`src/rtl/otter_cu_fsm_dcdr.sv`:
```
// OTTER multicycle control FSM + full-IR decoder with prioritised, edge-latched interrupts.
// Optional RV32M handshake (md_start/md_sel/md_done, MD_WAIT state) is built when OTTER_MEXT_EN is defined.
module otter_cu_fsm_dcdr #(
  parameter int NUM_IRQ = 1,
  parameter int MEM_LAT = 1
) (
  input  logic                 CLK,
  input  logic                 RST,
  input  logic [31:0]          ir,
  input  logic                 br_eq,
  input  logic                 br_lt,
  input  logic                 br_ltu,
  input  logic [NUM_IRQ-1:0]   intr,
  input  logic                 mie,
  output logic                 pc_write,
  output logic                 reg_write,
  output logic                 mem_we2,
  output logic                 mem_rden1,
  output logic                 mem_rden2,
  output logic                 csr_we,
  output logic                 int_taken,
  output logic                 mret_exec,
  output logic                 illegal_instr,
  output logic [3:0]           alu_fun,
  output logic [1:0]           alu_srcA,
  output logic [2:0]           alu_srcB,
  output logic [2:0]           pcSource,
  output logic [1:0]           rf_wr_sel,
  output logic [((NUM_IRQ > 1) ? $clog2(NUM_IRQ) : 1)-1:0] irq_cause,
`ifdef OTTER_MEXT_EN
  output logic                 md_start,
  output logic                 md_sel,
  input  logic                 md_done,
`endif
  output logic [2:0]           dbg_state_o
);

  localparam int CW = (MEM_LAT > 1) ? $clog2(MEM_LAT) : 1;
  localparam int IW = (NUM_IRQ > 1) ? $clog2(NUM_IRQ) : 1;

  localparam logic [6:0] OP_R      = 7'b0110011;
  localparam logic [6:0] OP_IMM    = 7'b0010011;
  localparam logic [6:0] OP_LUI    = 7'b0110111;
  localparam logic [6:0] OP_AUIPC  = 7'b0010111;
  localparam logic [6:0] OP_JAL    = 7'b1101111;
  localparam logic [6:0] OP_JALR   = 7'b1100111;
  localparam logic [6:0] OP_LOAD   = 7'b0000011;
  localparam logic [6:0] OP_STORE  = 7'b0100011;
  localparam logic [6:0] OP_BRANCH = 7'b1100011;
  localparam logic [6:0] OP_SYS    = 7'b1110011;

  typedef enum logic [2:0] {
    S_FETCH      = 3'd0,
    S_FETCH_WAIT = 3'd1,
    S_EXEC       = 3'd2,
    S_LD_WAIT    = 3'd3,
    S_INTR       = 3'd4,
    S_MD_WAIT    = 3'd5
  } state_t;

  state_t             state_q;
  logic [CW-1:0]      cnt_q;
  logic [NUM_IRQ-1:0] pending_q;
  logic [NUM_IRQ-1:0] intr_prev_q;
  logic [IW-1:0]      irq_cause_q;

  logic [6:0]         opcode;
  logic [2:0]         funct3;
  logic               f7;
  logic               is_load;
  logic               is_md;
  logic               br_taken;
  logic [NUM_IRQ-1:0] edge_w;
  logic [NUM_IRQ-1:0] pend_now;
  logic [NUM_IRQ-1:0] clr_mask;
  logic               irq_go;
  logic [IW-1:0]      low_idx;
  logic               unused_ir;

  assign opcode    = ir[6:0];
  assign funct3    = ir[14:12];
  assign f7        = ir[30];
  assign is_load   = (opcode == OP_LOAD);
  assign is_md     = (opcode == OP_R) && (ir[31:25] == 7'b0000001);
  assign unused_ir = ^{ir[24:15], ir[11:7]};

  // Edges seen this cycle count as pending already, so a request arriving during
  // EXEC is taken right after it; in INTR a fresh edge re-sets the bit being cleared.
  assign edge_w   = intr & ~intr_prev_q;
  assign pend_now = pending_q | edge_w;
  assign irq_go   = mie && (pend_now != '0);
  assign clr_mask = NUM_IRQ'(1) << irq_cause_q;

  always_comb begin
    low_idx = '0;
    for (int i = NUM_IRQ - 1; i >= 0; i--) begin
      if (pend_now[i]) low_idx = IW'(i);
    end
  end

  always_comb begin
    br_taken = 1'b0;
    case (funct3)
      3'b000:  br_taken = br_eq;
      3'b001:  br_taken = !br_eq;
      3'b100:  br_taken = br_lt;
      3'b101:  br_taken = !br_lt;
      3'b110:  br_taken = br_ltu;
      3'b111:  br_taken = !br_ltu;
      default: br_taken = 1'b0;
    endcase
  end

  always_comb begin
    pc_write      = 1'b0;
    reg_write     = 1'b0;
    mem_we2       = 1'b0;
    mem_rden1     = 1'b0;
    mem_rden2     = 1'b0;
    csr_we        = 1'b0;
    int_taken     = 1'b0;
    mret_exec     = 1'b0;
    illegal_instr = 1'b0;
    alu_fun       = 4'd0;
    alu_srcA      = 2'd0;
    alu_srcB      = 3'd0;
    pcSource      = 3'd0;
    rf_wr_sel     = 2'd0;
`ifdef OTTER_MEXT_EN
    md_start      = 1'b0;
    md_sel        = 1'b0;
`endif
    if (!RST) begin
      case (state_q)
        S_FETCH: mem_rden1 = 1'b1;
        S_EXEC: begin
          pc_write = 1'b1;
          case (opcode)
            OP_R: begin
              if (is_md) begin
`ifdef OTTER_MEXT_EN
                md_start = 1'b1;
`else
                illegal_instr = 1'b1;
`endif
              end else begin
                reg_write = 1'b1;
                rf_wr_sel = 2'd3;
                alu_fun   = {f7, funct3};
              end
            end
            OP_IMM: begin
              reg_write = 1'b1;
              rf_wr_sel = 2'd3;
              alu_srcB  = 3'd1;
              alu_fun   = (funct3 == 3'b101) ? {f7, funct3} : {1'b0, funct3};
            end
            OP_LUI: begin
              alu_srcA  = 2'd1;
              alu_fun   = 4'b1001;
              reg_write = 1'b1;
              rf_wr_sel = 2'd3;
            end
            OP_AUIPC: begin
              alu_srcA  = 2'd1;
              alu_srcB  = 3'd3;
              reg_write = 1'b1;
              rf_wr_sel = 2'd3;
            end
            OP_JAL: begin
              pcSource  = 3'd3;
              reg_write = 1'b1;
            end
            OP_JALR: begin
              pcSource  = 3'd1;
              reg_write = 1'b1;
            end
            OP_LOAD: begin
              alu_srcB  = 3'd1;
              mem_rden2 = 1'b1;
            end
            OP_STORE: begin
              alu_srcB = 3'd2;
              mem_we2  = 1'b1;
            end
            OP_BRANCH: pcSource = br_taken ? 3'd2 : 3'd0;
            OP_SYS: begin
              case (funct3)
                3'b000: begin
                  pcSource  = 3'd5;
                  mret_exec = 1'b1;
                end
                3'b001, 3'b010, 3'b011: begin
                  csr_we    = 1'b1;
                  reg_write = 1'b1;
                  rf_wr_sel = 2'd1;
                  alu_fun   = (funct3 == 3'b001) ? 4'b1001 :
                              (funct3 == 3'b010) ? 4'b0110 : 4'b0111;
                  alu_srcB  = (funct3 == 3'b001) ? 3'd0 : 3'd4;
                  alu_srcA  = (funct3 == 3'b011) ? 2'd2 : 2'd0;
                end
                default: ;
              endcase
            end
            default: illegal_instr = 1'b1;
          endcase
        end
        S_LD_WAIT: begin
          if (cnt_q == '0) begin
            reg_write = 1'b1;
            rf_wr_sel = 2'd2;
            alu_srcB  = 3'd1;
          end
        end
        S_INTR: begin
          int_taken = 1'b1;
          pc_write  = 1'b1;
          pcSource  = 3'd4;
        end
`ifdef OTTER_MEXT_EN
        S_MD_WAIT: begin
          if (md_done) begin
            reg_write = 1'b1;
            rf_wr_sel = 2'd3;
            md_sel    = 1'b1;
          end
        end
`endif
        default: ;
      endcase
    end
  end

  assign irq_cause   = RST ? '0 : irq_cause_q;
  assign dbg_state_o = state_q;

  always_ff @(posedge CLK) begin
    if (RST) begin
      state_q     <= S_FETCH;
      cnt_q       <= '0;
      pending_q   <= '0;
      intr_prev_q <= '0;
      irq_cause_q <= '0;
    end else begin
      intr_prev_q <= intr;
      pending_q   <= pend_now;
      case (state_q)
        S_FETCH: begin
          if (MEM_LAT == 1) begin
            state_q <= S_EXEC;
          end else begin
            cnt_q   <= CW'(MEM_LAT - 1);
            state_q <= S_FETCH_WAIT;
          end
        end
        S_FETCH_WAIT: begin
          cnt_q <= cnt_q - CW'(1);
          if (cnt_q == CW'(1)) state_q <= S_EXEC;
        end
        S_EXEC: begin
          if (is_load) begin
            cnt_q   <= CW'(MEM_LAT - 1);
            state_q <= S_LD_WAIT;
          end
`ifdef OTTER_MEXT_EN
          else if (is_md) state_q <= S_MD_WAIT;
`endif
          else if (irq_go) begin
            state_q     <= S_INTR;
            irq_cause_q <= low_idx;
          end else state_q <= S_FETCH;
        end
        S_LD_WAIT: begin
          if (cnt_q != '0) cnt_q <= cnt_q - CW'(1);
          else if (irq_go) begin
            state_q     <= S_INTR;
            irq_cause_q <= low_idx;
          end else state_q <= S_FETCH;
        end
`ifdef OTTER_MEXT_EN
        S_MD_WAIT: begin
          if (md_done) begin
            if (irq_go) begin
              state_q     <= S_INTR;
              irq_cause_q <= low_idx;
            end else state_q <= S_FETCH;
          end
        end
`endif
        S_INTR: begin
          pending_q <= (pending_q & ~clr_mask) | edge_w;
          state_q   <= S_FETCH;
        end
        default: state_q <= S_FETCH;
      endcase
    end
  end

endmodule

```
`config.mk`:
```
export PLATFORM = sky130hd
export DESIGN_NAME = otter_cu_fsm_dcdr
export DESIGN_NICKNAME = d
export VERILOG_FILES = /design/src/rtl/otter_cu_fsm_dcdr.sv
export SDC_FILE = /design/constraint.sdc
export NUM_CORES = 1
export LEC_CHECK = 0
export BUFFER_PORTS_ARGS = -buffer_cell sky130_fd_sc_hd__buf_4
export CORE_MARGIN = 3
export CORE_UTILIZATION = 35
export CTS_CLUSTER_SIZE = 8
export DETAILED_ROUTE_END_ITERATION = 7
export GPL_TIMING_DRIVEN = 0
export PLACE_DENSITY_LB_ADDON = 0.3
export REMOVE_ABC_BUFFERS = 1
export SLEW_MARGIN = 20
export SYNTH_ARGS = -nofsm -noshare
export SYNTH_HDL_FRONTEND = slang
export SYNTH_SLANG_ARGS = --single-unit
```
`constraint.sdc`:
```
create_clock -name CLK -period 1.8 [get_ports CLK]
set_clock_uncertainty 0.1 [all_clocks]
set_input_delay 0.18 -clock CLK [delete_from_list [all_inputs] [get_ports CLK]]
set_output_delay 0.18 -clock CLK [all_outputs]
set_load 0.005 [all_outputs]
```
Word level (Yosys, flattened, before mapping):

Cells that the tools add are included.

* output and inout port bits: 27
* bits of input ports: 39
* flip-flop bits (word level): 7
* word-level logic and storage cells: 132

* bitwise logic cells: 6
* shift-type cells: 1
* muxes and demuxes: 74
* add/sub/neg operators: 1
* reductions and logical operators: 19
* eq/ne operators: 26

Operator list (count)
* $mux W1: 36
* $pmux W3 S4: 3
* $eq A7 B7 Y1 const B: 4
* $mux W3: 9
* $mux W4: 6
* $eq A7 B6 Y1 const B: 3
* $mux W2: 8
* $pmux W4 S4: 1
* $eq A3 B3 Y1 const B: 5
* $eq A7 B5 Y1 const B: 2
* $eq A3 B2 Y1 const B: 4
* $pmux W3 S2: 2
* $reduce_or A9 Y1: 1
* $ne A2 B2 Y1 const B: 4
* $pmux W2 S2: 2
* $eq A7 B1 Y1 const B: 1
* $eq A7 B2 Y1 const B: 1
* $eq A3 B1 Y1 const B: 2
* $logic_not A3 Y1: 2
* $pmux W1 S2: 3
* $pmux W1 S3: 2
* $pmux W1 S6: 1
* $pmux W2 S3: 1
* $reduce_or A2 Y1: 3
* 13 further kinds: 21

Depth between registers and ports, before layout:

* depth in word-level cells: 7
* gate-level depth with buffers: 6
* mapped depth without buffers: 5

Worst setup path before layout:

No wires, ideal clock.

* path type: reg-to-output
* start: register state_q[1] (netlist: dbg_state_o[1])
* end: output port pcSource[2]
* buffers on the path: 1
* data arrival time: 1.437 ns
* stages on the path, launching flop included: 7
* required time: 1.520 ns
* path slack: 0.083 ns
* path through: dfxtp_1 > buf_4 > or3b_2 > nor2_4 > nand2_2 > nor3_2 > or2_1

* cells in the longest elaborated chain, start to end: 3
* elaborated cells between the ends (all ways): 4
* those cells by class: eq/ne (2); mux (2)

RTL lines
* from (decl): RTL line 61 `state_t state_q;`
* from (signal assigned): RTL line 239 `state_q <= S_FETCH;`
* from (signal assigned): RTL line 250 `state_q <= S_EXEC;`
* from (signal assigned): RTL line 253 `state_q <= S_FETCH_WAIT;`
* $eq A3 B3 Y1 or $eq A3 B2 Y1 (tied branches): RTL line 134 `case (state_q)`
* $pmux W3 S2 (*): RTL line 134
* $mux W3 (*): RTL line 133 `if (!RST) begin`
* to (decl): RTL line 27 `output logic [2:0] pcSource,`

Every way passes the cells marked *; elsewhere a longest branch is shown, timed or not.

Final worst setup path:

* start: input port ir[27]
* end: output port reg_write

* cells in the longest elaborated chain, start to end: 6

RTL lines
* from (decl): RTL line 9 `input logic [31:0] ir,`
* $eq A7 B1 Y1: RTL line 84 `assign is_md = (opcode == OP_R) && (ir[31:25] == 7'b0000001);`
* $logic_and A1 B1 Y1: RTL line 84
* $mux W1: RTL line 140 `if (is_md) begin`
* $pmux W1 S3: RTL line 138 `case (opcode)`
* $pmux W1 S2: RTL line 134
* $mux W1: RTL line 133
* to (decl): RTL line 16 `output logic reg_write,`

No other way between the ends.

==> metrics.yaml <==
synth_edf_count: 0
vias_per_cell: 5.55
synth_xor_xnor_area_share_pct: 3.23
finish.utilization_pct: 65.8
status: "finished, violations left"
fin_crit_sh_pct: 107
yosysMostFrequentCell: "nor2_1"
cts_buffers: 3
ios: 66
avgRoutedWirePerCell_um: 14.3
clk_pin_slew_ns: 0.04
startpoint_type: "primary input"
coreArea_um2: 2080
synth-simple-area-share_pct: 49.5
cts.sinks: 6
rsz0062_at_grt: "yes"
hold_ws_ns: 0.0646
antenna_found_initial: 0
worst_hold_path.num_cells: 2
synth_area_um2: 813
violations: "setup timing"
ys_seq_area_share_pct: 14.8
min_from: "intr"
cts-hold-fix-buffers: 0
layout-drive-gt1-share_pct: 57.1
netlist_instances: 113
portBuffers: 49
finalPower_uw: 448
grt_max_degree: 11
powerDensity_nw_per_um2: 327
worstSkewPairLatency_ns: 0.24
yosys_warnings: 0
routed_wl_um: 2790
gp_congestion: 0.812
criticalPathCategory: "in -> out"
post-route-worst-setup-slack_ns: -0.131
r2r-start: "dbg_state_o[1]"
ant_nets: 0
num_rows: 16
cts.path.max_buffers: 2
synthTopCellsByCount: "nor2_1, a21oi_1, nor3_1"
nNetsFinal: 209
synthFlopType: "dfxtp_1"
areaGrowthSynthToFinish_pct: 68.5
slew_violations: 0
cp.required_ns: 1.52
hold_violations: 0
fmax_mhz: 518
grt_pass1_wl_um: 4150
cts-root-buf: "clkbuf_4"
design_area_um2: 1370
grt_pass1_vias: 1021
reg2regPathDepth: 6
die_area_um2: 2940
critical-path-max-stage-delay_ns: 0.53
worstSetupEndpointType: "output port"
hpwl_um: 1960
synthAdderAreaFrac_pct: 1.38
vias: 1082
ff2ff_setup_slack_ns: 0.31
ys_types: 48
r2r-end: "dbg_state_o[0]"
start_util_pct: 39.1
ys_ff_latch: 6
synth_compound_area_share_pct: 22.2
synthArstFlopShare_pct: 0
critPathSlowestCell: "or4_4"
total_leakage_power_uw: 0.000590
synthTopCellsByArea: "dfxtp_1, nor2_1, a21oi_1"
holdPathEnd: "intr_prev_q"
fin_crit_ns: 1.93
synth.area.mux_share_pct: 1.23
diodes: 0
yosys.area.top_type: "dfxtp_1"
firstDrtPassIters: 6
grt_util_all_layers_pct: 19.1
drc_errors: 0
drtIter0Drc: 28
cp_cell_sequence: "buf_6, or4_4, nor4b_4, a21boi_2, nor2_4, a31oi_1, buf_4"
avgSynthCellArea_um2: 7.20
finalSetupViolations: 14
critPathLaunch: "ir[27]"
cap_violations: 0
htreeDepth: 1
cts_tree: "built"
synth_top_family_by_area: "simple AND/OR/NAND/NOR gates"
die_y_um: 54.2
hp-class: "in -> reg"
dpl-instance-area_um2: 1170
overflow: 0
crit_path_max_fanout: 4
dieWidth_um: 54.2
yosysTopAreaCellShare_pct: 14.8
crit_arrival_ns: 1.65
ir_drop_mv: 0.357
==> final cells by class <==
cell class,instances,area (um^2)
Clock buffer,3,22.5
Fill cell,181,712
Timing Repair Buffer,60,473
Tap cell,27,33.8
Inverter,4,15.0
Sequential cell,6,129
Multi-Input combinational cell,95,697
==> flip-flops by register name (all words and copies together) (netlist names) <==
| signal | flops |
|---|---|
| intr_prev_q | 1 |
| dbg_state_o | 3 |
| cnt_q | 1 |
| pending_q | 1 |
==> metrics by stage <==
stage	cells	setup slack, ns	TNS, ns
6_report	195	-0.131	-0.945
5_1_grt	195	-0.193	-2.11
4_1_cts	191	-0.126	-0.984
3_5_place_dp	181	-0.138	-0.935
3_3_place_gp	181	-0.136	-0.944
2_1_floorplan	105	0.0828	0
==> how the worst max path moves through the flow <==
stage,endpoint,depth (start not counted)
3_5_place_dp,reg_write,7
4_1_cts,reg_write,7
5_1_grt,reg_write,7
6_report,reg_write,7
3_3_place_gp,reg_write,7
2_1_floorplan,pcSource[2],5
==> power by group <==
part | switching, uW | internal (uW)
Combinational | 87.3 | 97.2
Clock | 45.7 | 75.2
Sequential | 4.38 | 138
==> routing by layer <==
metal  wire [um]  GRT usage, %
met1        1080          20.5
met2        1410          35.3
met3         219          1.66
met4          85          11.6
met5           0             0
==> placed cells by master (no fill, tap or decap), types with 3 or more instances in the layout <==
cell type   n
o21ai_0     4
clkbuf_4    3
buf_4      54
nor3_1      6
nor2_4      3
xnor2_1     3
nand2_2     3
a21oi_1    12
dfxtp_1     3
a31oi_1     3
nor2_1     16
buf_6       6
nor2_2      3
nand2_1     3
==> repair_timing <==
| item | in CTS | in global routing |
|---|---|---|
| pin swaps | 12 | 10 |
| buffers inserted | 7 | 4 |
| resized for setup | 14 | 15 |
| setup endpoints to repair | 17 | 17 |
| cloned | 0 | 0 |
==> logic make-up after synthesis <==
family	Yosys count
DFF	6
AOI/OAI and AO/OA	29
xor gates and xnor gates	3
other	1
buffers and inverters	12
and+or+nand+nor	60
adders and majority gates	1
muxes	1
==> critical path: cells and delay by family <==
kind / cells / cell delay (ns)
buf+inv: 2 / 0.25
compound gates: 2 / 0.26
simple gates: 3 / 0.96
No activity file was read; power rests on OpenSTA's default activity.
